## src/rtl/controle_multiplicador_5_bits.sv

```systemverilog
// Shift-add controller for an unsigned LARGURA x LARGURA multiplier that shares
// one external adder. Each CALC cycle adds M into A (when Q[0]=1) and shifts {c,s,Q} right.
module controle_multiplicador_5_bits #(
   parameter int LARGURA = 5
) (
   input  logic                   clk,
   input  logic                   rst,
   input  logic                   start,
   input  logic [LARGURA-1:0]     multiplicando,
   input  logic [LARGURA-1:0]     multiplicador,
   output logic                   busy,
   output logic                   done,
   output logic [2*LARGURA-1:0]   produto,
   output logic [LARGURA-1:0]     add_a,
   output logic [LARGURA-1:0]     add_b,
   output logic                   add_cin,
   input  logic [LARGURA-1:0]     add_sum,
   input  logic                   add_cout
);

   localparam int CW = $clog2(LARGURA + 1);

   typedef enum logic [1:0] {
      IDLE,
      CALC,
      FIM
   } state_t;

   state_t                 state_q, state_d;
   logic [LARGURA-1:0]     m_q, m_d;
   logic [LARGURA-1:0]     a_q, a_d;
   logic [LARGURA-1:0]     q_q, q_d;
   logic [CW-1:0]          cnt_q, cnt_d;
   logic [2*LARGURA-1:0]   produto_q, produto_d;

   // NOTE: every variable gets a hold default before the case so no path leaves
   // one unassigned -- that is what keeps this block from inferring latches.
   always_comb begin
      state_d   = state_q;
      m_d       = m_q;
      a_d       = a_q;
      q_d       = q_q;
      cnt_d     = cnt_q;
      produto_d = produto_q;
      case (state_q)
         IDLE: begin
            if (start) begin
               m_d     = multiplicando;
               q_d     = multiplicador;
               a_d     = '0;
               cnt_d   = '0;
               state_d = CALC;
            end
         end
         CALC: begin
            a_d   = {add_cout, add_sum[LARGURA-1:1]};
            q_d   = {add_sum[0], q_q[LARGURA-1:1]};
            cnt_d = cnt_q + CW'(1);
            if (cnt_q == CW'(LARGURA - 1)) begin
               // Final iteration: capture the product as it lands in {A,Q}.
               produto_d = {a_d, q_d};
               state_d   = FIM;
            end
         end
         FIM: begin
            state_d = IDLE;
         end
         default: begin
            state_d = IDLE;
         end
      endcase
   end

   // NOTE: sequential state uses non-blocking assignments so every flop samples
   // the pre-edge values, independent of statement order.
   always_ff @(posedge clk or posedge rst) begin
      if (rst) begin
         state_q   <= IDLE;
         m_q       <= '0;
         a_q       <= '0;
         q_q       <= '0;
         cnt_q     <= '0;
         produto_q <= '0;
      end else begin
         state_q   <= state_d;
         m_q       <= m_d;
         a_q       <= a_d;
         q_q       <= q_d;
         cnt_q     <= cnt_d;
         produto_q <= produto_d;
      end
   end

   assign busy    = (state_q != IDLE);
   assign done    = (state_q == FIM);
   assign produto = produto_q;
   assign add_a   = a_q;
   assign add_b   = (state_q == CALC && q_q[0]) ? m_q : '0;
   assign add_cin = 1'b0;

endmodule

```

## config.mk

```make
export PLATFORM = sky130hd
export DESIGN_NAME = controle_multiplicador_5_bits
export DESIGN_NICKNAME = d
export VERILOG_FILES = /design/src/rtl/controle_multiplicador_5_bits.sv
export SDC_FILE = /design/constraint.sdc
export NUM_CORES = 1
export LEC_CHECK = 0
export CORE_MARGIN = 10
export CORE_UTILIZATION = 51
export CTS_BUF_LIST = sky130_fd_sc_hd__clkbuf_2
export CTS_CLUSTER_SIZE = 10
export DETAILED_ROUTE_END_ITERATION = 12
export PLACE_DENSITY = 0.88
export REMOVE_ABC_BUFFERS = 1
export SLEW_MARGIN = 0
export SYNTH_ARGS = -nofsm -noshare
export SYNTH_HDL_FRONTEND = slang
export SYNTH_SLANG_ARGS = --single-unit
export TNS_END_PERCENT = 50
```

## constraint.sdc

```tcl
create_clock -name clk -period 3.1 [get_ports clk]
set_input_delay 0.93 -clock clk [delete_from_list [all_inputs] [get_ports clk]]
set_output_delay 0.93 -clock clk [all_outputs]
set_load 0.005 [all_outputs]
```

==> metrics.md <==
| Metric | Value |
|---|---|
| Crit path time final | `2.86 ns` |
| Register area share after synthesis | `55.9%` |
| CTS clk-pin slew, worst paths | `0.14 ns` |
| Avg Cell Area, Syn | `13.3 sq um` |
| Tcrit/Tclk final | `92.3%` |
| Crit Path Max Fanout | `16` |
| Setup CP Type | `reg -> out` |
| Share of post-route cells with drive strength above 1 | `13.8%` |
| Initial DRC count | `17` |
| Hold path endpoint | `produto[3]$_DFFE_PP0P_` |
| Synth cell count leaders | `dfrtp_1 (30), inv_1 (10), mux2_1 (9), mux2_2 (7), a22o_1 (6)` |
| Clock Skews | `0.0127 ns` |
| Clk_lat worst skew | `0.37 ns` |
| Filler cells | `184` |
| TritonCTS Sinks | `30` |
| Root Buffer | `clkbuf_2` |
| Maximum clock frequency | `349 MHz` |
| Post-synth top flop | `dfrtp_1` |
| Placed cell area | `1760 sq um` |
| Worst setup SP type | `register` |
| Largest area contributor in the synthesized netlist | `dfrtp_1` |
| Post-Synthesis Cells | `101` |
| 1st-pass router iterations | `4` |
| Die Y | `71.3 microns` |
| Vias in the first global route | `1,041` |
| Synth top area share | `55.9%` |
| Pwr/cell area | `957 nW/um^2` |
| CTS Buf Count | `5` |
| Max-slew violations | `0` |
| Post-Synthesis Cell Area | `1340 sq um` |
| Via count | `962` |
| IO Pins | `42` |
| Max-cap violations | `0` |
| Worst min path class | `reg -> reg` |
| Placement Rows | `18` |
| Chip Width | `71.3 microns` |
| Synth Register Bits | `30` |
| Yosys warns | `0` |
| Top cells by area, synth | `dfrtp_1 (56%), mux2_1 (7.5%), mux2_2 (5.9%)` |
| Setup_tns | `0 ns` |
| Unrepaired setup endpoints after global routing | `false` |
| Remaining DRCs | `0` |
| Arrival time at the worst endpoint | `1.93 ns` |
| Post-synthesis async set-or-reset flop share | `100%` |
| Crit path capture type | `primary output` |
| Hold depth | `1` |
| Critical hold path startpoint | `produto[3]$_DFFE_PP0P_` |
| Placed Cells incl. Taps | `167` |
| Final-stage net count | `165` |
| Synth unique cells | `26` |
| Drt total wl | `3170 microns` |
| Hold buffers post-CTS | `0` |
| Starting Density | `53.8%` |
| R2r worst-path depth | `3` |
| Worst-case clock buffer depth | `2` |
| Hold Vio Cnt, Final | `0` |
| Per-cell routed wire length | `18.1 microns` |
| Antenna Violating Nets Remaining | `0` |
| Count leader, synth | `dfrtp_1` |
| Peak supply drop | `0.678 mV` |
| Slew headroom | `55.8%` |
| H-tree depth | `2` |
| Status | `completed` |
| Post-synth EDFFs | `0` |
| Tightest Pin Transition | `0.663 ns` |
| R2R Setup Slk | `1.48 ns` |
| Hpwl dp | `2290 microns` |
| Final estimated routing congestion in global placement | `0.747` |
| Inserted Diodes | `0` |
| Area delta synth->final | `33.3%` |
| Crit Reg-Reg Endpoint | `q_q[0]$_DFFE_PP0P_` |
| Vias per inst | `5.50` |
| FF-to-FF Start | `state_q[0]$_DFFE_PP0P_` |
| Port buffer count | `40` |
| GR Overflow Total | `0` |
| Post-route cell area | `1790 sq um` |
| Fin cells | `175` |
| Post-CTS setup buffers | `0` |
| Final-report setup violation count | `0` |
| Initial antenna violation count | `0` |
| First-pass GRT wire length | `5330 microns` |
| Post-CTS Resized | `0` |
| Pin count of the biggest net entering global routing | `31` |
| Hold WS | `0.511 ns` |
| Overall Power | `0.00171 W` |
| CTS tree | `built` |
| GR Util All Layers | `13.2%` |
| Die ar. | `5090 sq um` |
| CP required | `2.17 ns` |
| Area of the core | `2500 sq um` |
| P_leak | `0.821 nW` |
[final cells by class]
type	instances	area, sq um	share of cell area (%)
clock buffer	5	25.0	1.40
multi-input combinational	54	507	28.3
clock inverter	3	11.3	0.628
inverter	10	37.5	2.09
tap	30	37.5	2.09
sequential	30	751	41.9
timing repair buffer	43	423	23.6
[per-stage QoR]
stage               utilization [%]  setup slack [ns]
floorplan                         -             0.930
finish                         71.7             0.238
global route                   71.7             0.107
detailed placement             70.2             0.636
CTS                            71.7             0.216
global placement               70.2             0.703
[sequential cells by signal (all words and copies together), names as in the netlist]
register,flops
cnt_q,3
q_q,5
produto,10
add_a,5
state_q,2
m_q,5
[worst max-delay path by stage]
| stage | startpoint | endpoint |
|---|---|---|
| after floorplan | state_q[0]$_DFFE_PP0P_ | add_b[0] |
| after global placement | state_q[1]$_DFFE_PP0P_ | add_b[3] |
| after detailed placement | state_q[1]$_DFFE_PP0P_ | add_b[1] |
| after CTS | state_q[1]$_DFFE_PP0P_ | add_b[1] |
| after global routing | state_q[1]$_DFFE_PP0P_ | add_b[3] |
| final | state_q[1]$_DFFE_PP0P_ | add_b[1] |
[critical path, stage by stage, from the launching register on]
cell             delay (ns)
dfrtp_1                0.60
nor2b_2                0.29
and3_1                 0.18
clkdlybuf4s50_1        0.51
[layout by cell type, fill, tap and decap left out]
cell type        count
dfrtp_1             30
ha_1                 2
and3_1               5
clkbuf_2             5
nor4bb_1             1
and3b_1              1
nand4b_4             1
a211o_1              1
nor3b_1              1
a31oi_1              1
buf_4                3
nor2b_1              1
a211oi_1             1
nor3b_4              1
or2_2                1
a22o_1               6
mux2_2               7
conb_1               1
nor2_1               3
nor4b_1              5
clkdlybuf4s50_1     40
a221oi_1             4
clkinv_1             3
inv_1               10
nor2b_2              1
mux2_1               9
o21bai_2             1
[routing by layer]
layer	routed length, microns	track usage, %	part of all wire [%]
met1	1430	15.8	45
met4	63	7.10	2.0
met5	0	0	0
met2	1370	18.8	43
met3	303	6.89	9.6
[cell families after synthesis]
logic type / count (synthesis) / synth area share [%]
flip-flops: 30 / 55.9
AND/OR/NAND/NOR: 21 / 13.1
buffers and inverters: 17 / 6.42
multiplexers: 16 / 13.4
AO/OA/AOI/OAI: 14 / 9.03
adder cells (fa/ha/maj): 2 / 1.86
other: 1 / 0.279
[where the power goes]
| group | switching [W] | internal [W] |
|---|---|---|
| registers | 0.000149 | 0.000584 |
| logic | 0.000295 | 0.000507 |
| clock network | 0.000132 | 0.0000481 |
Power figures use the tool's default switching activity.
